==> src/rtl/bin_to_bcd.sv <==
// Sequential double-dabble binary-to-BCD converter feeding the display path.
// One conversion in flight; result and overflow flag are held until the next DONE.
module bin_to_bcd #(
  parameter int BIN_W  = 14,
  parameter int DIGITS = 4
) (
  input  logic                  clk,
  input  logic                  rst,
  input  logic [BIN_W-1:0]      bin_in,
  input  logic                  in_valid,
  output logic                  in_ready,
  output logic [4*DIGITS-1:0]   bcd_out,
  output logic                  bcd_valid,
  output logic                  ovf,
  output logic                  busy
);

  localparam int BCD_W = 4 * DIGITS;
  localparam int SCR_W = BCD_W + BIN_W;
  localparam int CNT_W = (BIN_W > 1) ? $clog2(BIN_W) : 1;

  function automatic longint pow10(input int n);
    longint r;
    r = 1;
    for (int i = 0; i < n; i++) r = r * 10;
    return r;
  endfunction

  localparam longint               MAX_DEC  = pow10(DIGITS) - 1;
  localparam logic [BIN_W-1:0]     MAX_BIN  = MAX_DEC[BIN_W-1:0];
  localparam logic [CNT_W-1:0]     CNT_LAST = CNT_W'(BIN_W - 1);

  // One double-dabble iteration: correct every BCD nibble >= 5, then shift left.
  function automatic logic [SCR_W-1:0] dabble_step(input logic [SCR_W-1:0] s);
    logic [SCR_W-1:0] a;
    a = s;
    for (int d = 0; d < DIGITS; d++) begin
      if (a[BIN_W + 4*d +: 4] >= 4'd5)
        a[BIN_W + 4*d +: 4] = a[BIN_W + 4*d +: 4] + 4'd3;
    end
    return {a[SCR_W-2:0], 1'b0};
  endfunction

  typedef enum logic [1:0] {
    S_IDLE  = 2'd0,
    S_SHIFT = 2'd1,
    S_DONE  = 2'd2
  } state_t;

  state_t             state_q,     state_d;
  logic [SCR_W-1:0]   scratch_q,   scratch_d;
  logic [CNT_W-1:0]   cnt_q,       cnt_d;
  logic               ovf_pend_q,  ovf_pend_d;
  logic [BCD_W-1:0]   bcd_q,       bcd_d;
  logic               ovf_q,       ovf_d;
  logic               bcd_valid_q, bcd_valid_d;
  logic               accept;

  assign in_ready  = (state_q == S_IDLE);
  assign busy      = (state_q == S_SHIFT) || (state_q == S_DONE);
  assign accept    = in_valid && in_ready;
  assign bcd_out   = bcd_q;
  assign ovf       = ovf_q;
  assign bcd_valid = bcd_valid_q;

  always_comb begin
    state_d     = state_q;
    scratch_d   = scratch_q;
    cnt_d       = cnt_q;
    ovf_pend_d  = ovf_pend_q;
    bcd_d       = bcd_q;
    ovf_d       = ovf_q;
    bcd_valid_d = 1'b0;
    unique case (state_q)
      S_IDLE: begin
        if (accept) begin
          // Out-of-range inputs skip the shift phase entirely.
          if (bin_in > MAX_BIN) begin
            ovf_pend_d = 1'b1;
            state_d    = S_DONE;
          end else begin
            scratch_d  = {{BCD_W{1'b0}}, bin_in};
            cnt_d      = '0;
            ovf_pend_d = 1'b0;
            state_d    = S_SHIFT;
          end
        end
      end
      S_SHIFT: begin
        scratch_d = dabble_step(scratch_q);
        cnt_d     = cnt_q + CNT_W'(1);
        if (cnt_q == CNT_LAST) state_d = S_DONE;
      end
      S_DONE: begin
        bcd_d       = ovf_pend_q ? {DIGITS{4'h9}} : scratch_q[SCR_W-1 -: BCD_W];
        ovf_d       = ovf_pend_q;
        bcd_valid_d = 1'b1;
        state_d     = S_IDLE;
      end
      default: state_d = S_IDLE;
    endcase
  end

  always_ff @(posedge clk or negedge rst) begin
    if (!rst) begin
      state_q     <= S_IDLE;
      scratch_q   <= '0;
      cnt_q       <= '0;
      ovf_pend_q  <= 1'b0;
      bcd_q       <= '0;
      ovf_q       <= 1'b0;
      bcd_valid_q <= 1'b0;
    end else begin
      state_q     <= state_d;
      scratch_q   <= scratch_d;
      cnt_q       <= cnt_d;
      ovf_pend_q  <= ovf_pend_d;
      bcd_q       <= bcd_d;
      ovf_q       <= ovf_d;
      bcd_valid_q <= bcd_valid_d;
    end
  end

endmodule
==> config.mk <==
export PLATFORM = sky130hd
export DESIGN_NAME = bin_to_bcd
export DESIGN_NICKNAME = d
export VERILOG_FILES = /design/src/rtl/bin_to_bcd.sv
export SDC_FILE = /design/constraint.sdc
export NUM_CORES = 1
export LEC_CHECK = 0
export CORE_ASPECT_RATIO = 1.2
export CORE_MARGIN = 4
export CORE_UTILIZATION = 40
export DETAILED_ROUTE_END_ITERATION = 16
export PLACE_DENSITY = 0.64
export SLEW_MARGIN = 20
export SYNTH_ARGS = -nofsm -noshare
export SYNTH_HDL_FRONTEND = slang
export SYNTH_SLANG_ARGS = --single-unit
==> constraint.sdc <==
create_clock -name clk -period 2.6 [get_ports clk]
set_input_delay 0.52 -clock clk [delete_from_list [all_inputs] [get_ports clk]]
set_output_delay 0.52 -clock clk [all_outputs]
set_load 0.02 [all_outputs]
==> flow_summary.ini <==
[clock_network]
cts_made_buffers = 5
cts_root_buffer = clkbuf_8
post_cts.repair.setup_buffers = 0
clk_pin_slew_ps = 90
clk_path_buf_depth = 2
hold_buffers = 0
clkLatencyLatePin_ps = 300
cts_tree = built
cts_resized = 0
htreeDepth = 2
clkSinkCount = 55

[finish]
n_antenna_cell = 0
final_nets = 345
fill_cells = 669
drive_gt1_frac = 0.159
regArea_um2 = 1380
synthToLayoutAreaGrowth_pct = 19.2
final_cells = 405
final_core_util = 0.489
multi_input_area_um2 = 1440

[drt]
num_vias = 2148
route.detailed.drc = 0
drt_pass1_iterations = 4
first_iter_violations = 120
routedWlPerCell_um = 14.8
routed_wirelength_mm = 5.98
ant_nets = 0
vias_per_cell = 5.30

[floorplanning]
dieHeight_um = 102
chipWidth_um = 86.6
initial_core_util = 0.410
core_um2 = 7230
num_rows = 34
dieArea_um2 = 8860
io-pin-count = 37

[critical_path]
crit_arrival_ps = 1830
rr_startpoint = state_q[1]$_DFFE_PN0P_
cp.required_ps = 2080
endpoint_kind = output port
crit_start = state_q[0]$_DFFE_PN0P_
cp-start-kind = flop
worst-path-max-fanout = 8
criticalPathCategory = reg2out

[pwr]
ir_drop_v = 0.000465
p_per_area_nw_per_um2 = 990
finalPower_mw = 3.50
leakagePower_nw = 1.48

[sta]
setup_slack_ps = 251
worstMarginPinSlew_ps = 967
slew_headroom = 0.355
max_freq_ghz = 0.426
timing.final.crit_share = 0.904
rsz0062_at_grt = false
min_period_ps = 2350
skew_ps = 4.07
maxSlewViolCount = 0
final-setup-viol-count = 0
fin_setup_tns_ps = 0
finalHoldViolCount = 0

[synthesis]
synthCells = 279
syn_nets = 309
synth_edf_count = 0
synth-seq-cells = 55
yosysMostFrequentCell = dfrtp_1
synth_warnings = 0
synth_ff_type = dfrtp_1
netlist_top_cells_area = dfrtp_1 46%, mux2_2 6.8%, ha_1 5.5%
synth.largest_area_cell = dfrtp_1
syn_area_um2 = 2960
post-synth-top-area-fraction = 0.464
syn_area_per_cell_um2 = 10.6
ys_async_sr_fraction = 1.00
synthTopCellsByCount = 55 x dfrtp_1, 20 x inv_1, 20 x nor2_1
ys_seq_area_frac = 0.464
synth_cell_types = 45

[placed_design]
dp_slack_ps = 270
dp_hpwl_mm = 4.22
placed_cells = 398
io_buffers = 36
gp_congestion = 0.774

[run_status]
status = finished, final reports clean

[grt]
grt_antenna_before_repair = 0
grt_pass1_vias = 2249
grt_max_degree = 43
grtUsageMet3 = 0.0266
grt_use_met2 = 0.244
grt_pass1_wl_mm = 10.4
grt-ovfl-total = 0
grt_usage = 0.146
grtUsageMet1 = 0.192
grt-busiest-layer = met2

[worst_hold_path]
min_path_type = in2async

[run]
cap_violations = 0
cells by family after synthesis:
group / count (synthesis) / share of synthesized area
buffers and inverters: 36 / 0.0511
flip-flops: 55 / 0.464
multiplexers: 33 / 0.136
adder cells (fa/ha/maj): 13 / 0.0549
XOR/XNOR: 6 / 0.0177
AO/OA/AOI/OAI: 61 / 0.143
AND/OR/NAND/NOR: 75 / 0.133
registers in the layout, summed over array words and instances (netlist names):
name        flops
ovf_pend_q      1
bcd_valid       1
cnt_q           4
scratch_q      30
state_q         2
bcd_out        16
ovf             1
worst max-delay path, cell delays in order (launching register included):
cell             delay [ps]
dfrtp_1                 410
inv_1                   110
ha_1                    340
clkdlybuf4s50_1         670
metrics by stage:
step / hold WS, ps / area [um2]
after global routing: 425 / 3530
after floorplan: 224 / 2960
after detailed placement: 470 / 3430
final: 344 / 3530
after global placement: 464 / 3430
after CTS: 391 / 3530
path summary, 6_finish.rpt:
path | to | slack [ps] | depth (start not counted)
worst max-delay path | in_ready | 250 | 3
worst min-delay path | bcd_out[15]$_DFFE_PN0P_ | 340 | 1
worst max register to register | scratch_q[29]$_DFFE_PN0P_ | 570 | 6
worst min register to register | scratch_q[4]$_DFFE_PN0P_ | 490 | 1
max in group asynchronous | bcd_out[1]$_DFFE_PN0P_ | 1510 | 2
min in group clk | scratch_q[4]$_DFFE_PN0P_ | 490 | 1
report_power, final:
| group | switching, mW | internal, mW | total (mW) |
|---|---|---|---|
| clock | 0.268 | 0.283 | 0.551 |
| sequential | 0.248 | 1.15 | 1.39 |
| combinational | 0.795 | 0.760 | 1.55 |
| total | 1.31 | 2.19 | 3.50 |
metal layers:
metal	vias up	wire length, um
li1	1048	-
met1	1041	2880
met2	52	2740
met3	7	279
met4	0	72
met5	-	0
area by class of cell:
cell class,instances,area share
Multi-Input combinational cell,188,0.406
Sequential cell,55,0.389
Timing Repair Buffer,44,0.121
Tap cell,90,0.0319
Inverter,21,0.0223
Clock buffer,6,0.0205
Clock inverter,1,0.00850
cells in the final DEF (no fill, tap or decap), types with 10 or more instances in the layout:
cell type,instances
dfrtp_1,55
clkdlybuf4s50_1,35
inv_1,20
nor2_1,20
mux2_2,18
nand3_1,16
nand2_1,16
a21oi_1,14
ha_1,13
o21ai_1,10
o31ai_1,10
(Power assumes the default switching activity.)
==> RTL change (same flow settings) <==
Reset style: synchronous (`rst`), changed in one clocked block.
--- a/src/rtl/bin_to_bcd.sv
+++ b/src/rtl/bin_to_bcd.sv
@@ -103,3 +103,3 @@
 
-  always_ff @(posedge clk or negedge rst) begin
+  always_ff @(posedge clk) begin
     if (!rst) begin
Formal check against the unedited RTL: differs if rst is asserted again (counterexample within 4 cycles, from zero or initial values and one cycle with rst low); with rst held inactive, the same outputs for 10 cycles.
==> RTL change against the original RTL <==
Via count is 11% higher. Worst hold slack gained 0.13 ns. Worst setup slack better by 0.084 ns. Non-clock buffer count rose by 1. Area after synthesis shrank 7.5%. First-iteration DRC count shrank 0.83%. Routed wire length is 4.5% higher. Sequential cell count stayed put. Die area fell by 6.8%. Design area shrank 7.3%. Register-to-register slack worse by 0.21 ns. Cell count up 5.9%.
Power is not compared: it rests on default switching activity, and its combinational part moved more than twofold at a synthesized area within 25%.
==> RTL change: results (changes against the original RTL) <==
stage	metric	value	unit	change
outcome	status	finished, final reports clean		
min_path	hp-class	reg -> reg		
drt	via_count	2391		+11%
synth	synth_area_leaders	dfxtp_1 40%, ha_1 5.9%, mux2i_1 5.1%		
sta	hold-worst-slack	0.472	ns	+0.128 ns
grt	grt_pass1_wl	10.4	mm	-0.66%
final_layout	fin_nets	373		+8.1%
synth	post_synth_num_cell_types	35		-22%
worst_setup_path	critPathMaxStageDelay	0.77	ns	+0.10 ns
grt	first_global_vias	2184		-2.9%
worst_setup_path	crit_family	simple AND/OR/NAND/NOR gates		
sta	clock_skew	0.00431	ns	+0.000236 ns
grt	grt_max_degree	31		-28%
final_layout	instances_no_fill	429		+5.9%
final_layout	regArea	1100	sq um	-20%
synth	syn-instance-count	316		+13%
placement	post_dp_cell_area	3170	sq um	-7.5%
placement	dpl.hpwl	4.33	mm	+2.5%
drt	wl_per_cell	14.6	um	-1.4%
grt	grt_util_all_layers	15.0	%	+0.46 points
placement	place_ws	-0.00831	ns	-0.279 ns
worst_setup_path	r2r_setup_slack	0.36	ns	-0.21 ns
final_layout	drive_gt1_share	6.69	%	-9.2 points
final_layout	nFillCells	640		-4.3%
worst_setup_path	worstPathArrival	2.43	ns	+0.60 ns
synth	dominantRegCellSynth	dfxtp_1		
worst_setup_path	cp_max_fo	14		+6
worst_setup_path	slowest_stage	nor2_1		
synth	synthTopCellsByCount	55 x dfxtp_1, 23 x a21oi_1, 20 x nor2_1		
sta	setup_slack	0.335	ns	+0.0842 ns
drt	detail_route.iter0.violations	119		-0.83%
placement	place.gp.congestion	0.784		+1.2%
-- RTL change: cell types whose count changed after synthesis, moves of 8 or more --
| cell | change |
|---|---|
| nor3_1 | +13 |
| nand2_1 | -8 |
| o21ai_1 | -9 |
| nand4_1 | +15 |
| nand3_1 | -9 |
| mux2i_1 | +13 |
| mux2_4 | -9 |
| mux2_2 | -14 |
| a211oi_1 | +13 |
| o21ai_0 | +9 |
| a21oi_1 | +9 |
| dfxtp_1 | +55 |
| dfrtp_1 | -55 |
-- RTL change: power by group --
part | internal, mW | total, mW | switching [mW]
Combinational | 0.169 | 0.381 | 0.213
Clock | 0.243 | 0.525 | 0.282
Sequential | 0.898 | 0.937 | 0.0387
Total | 1.31 | 1.84 | 0.533
-- RTL change: worst paths after layout --
path | startpoint | endpoint | cells after the start
max | bin_in[13] | scratch_q[14] | 5
min | bcd_out[13] | bcd_out[13] | 2
max reg2reg | state_q[0] | scratch_q[14] | 6
min reg2reg | bcd_out[13] | bcd_out[13] | 2
-- RTL change: area by class of cell --
class | instances | area share [%]
clock buffers | 7 | 2.94
multi-input cells | 221 | 45.2
inverters | 15 | 1.72
well taps | 85 | 3.25
clock inverters | 1 | 0.229
flip-flops and latches | 55 | 33.6
repair buffers | 45 | 13.1
-- RTL change: logic make-up (layout without fill, tap and decap cells) --
family          Yosys count  in the layout  share of synthesized area, %
simple gates            100            100                          20.3
compound gates           86             86                          19.7
flops                    55             55                          40.1
fa+ha+maj                13             13                          5.93
buf+inv                  40             68                          5.84
mux                      18             18                          6.75
xor+xnor                  4              4                          1.28
-- RTL change: layer usage --
layer | routed length (um) | vias up | GRT usage (%)
met2 | 2920 | 56 | 24.7
met3 | 309 | 6 | 3.18
met1 | 2950 | 1121 | 19.8
met4 | 68 | 0 | 4.58
met5 | 0 | - | 0
li1 | - | 1208 | -
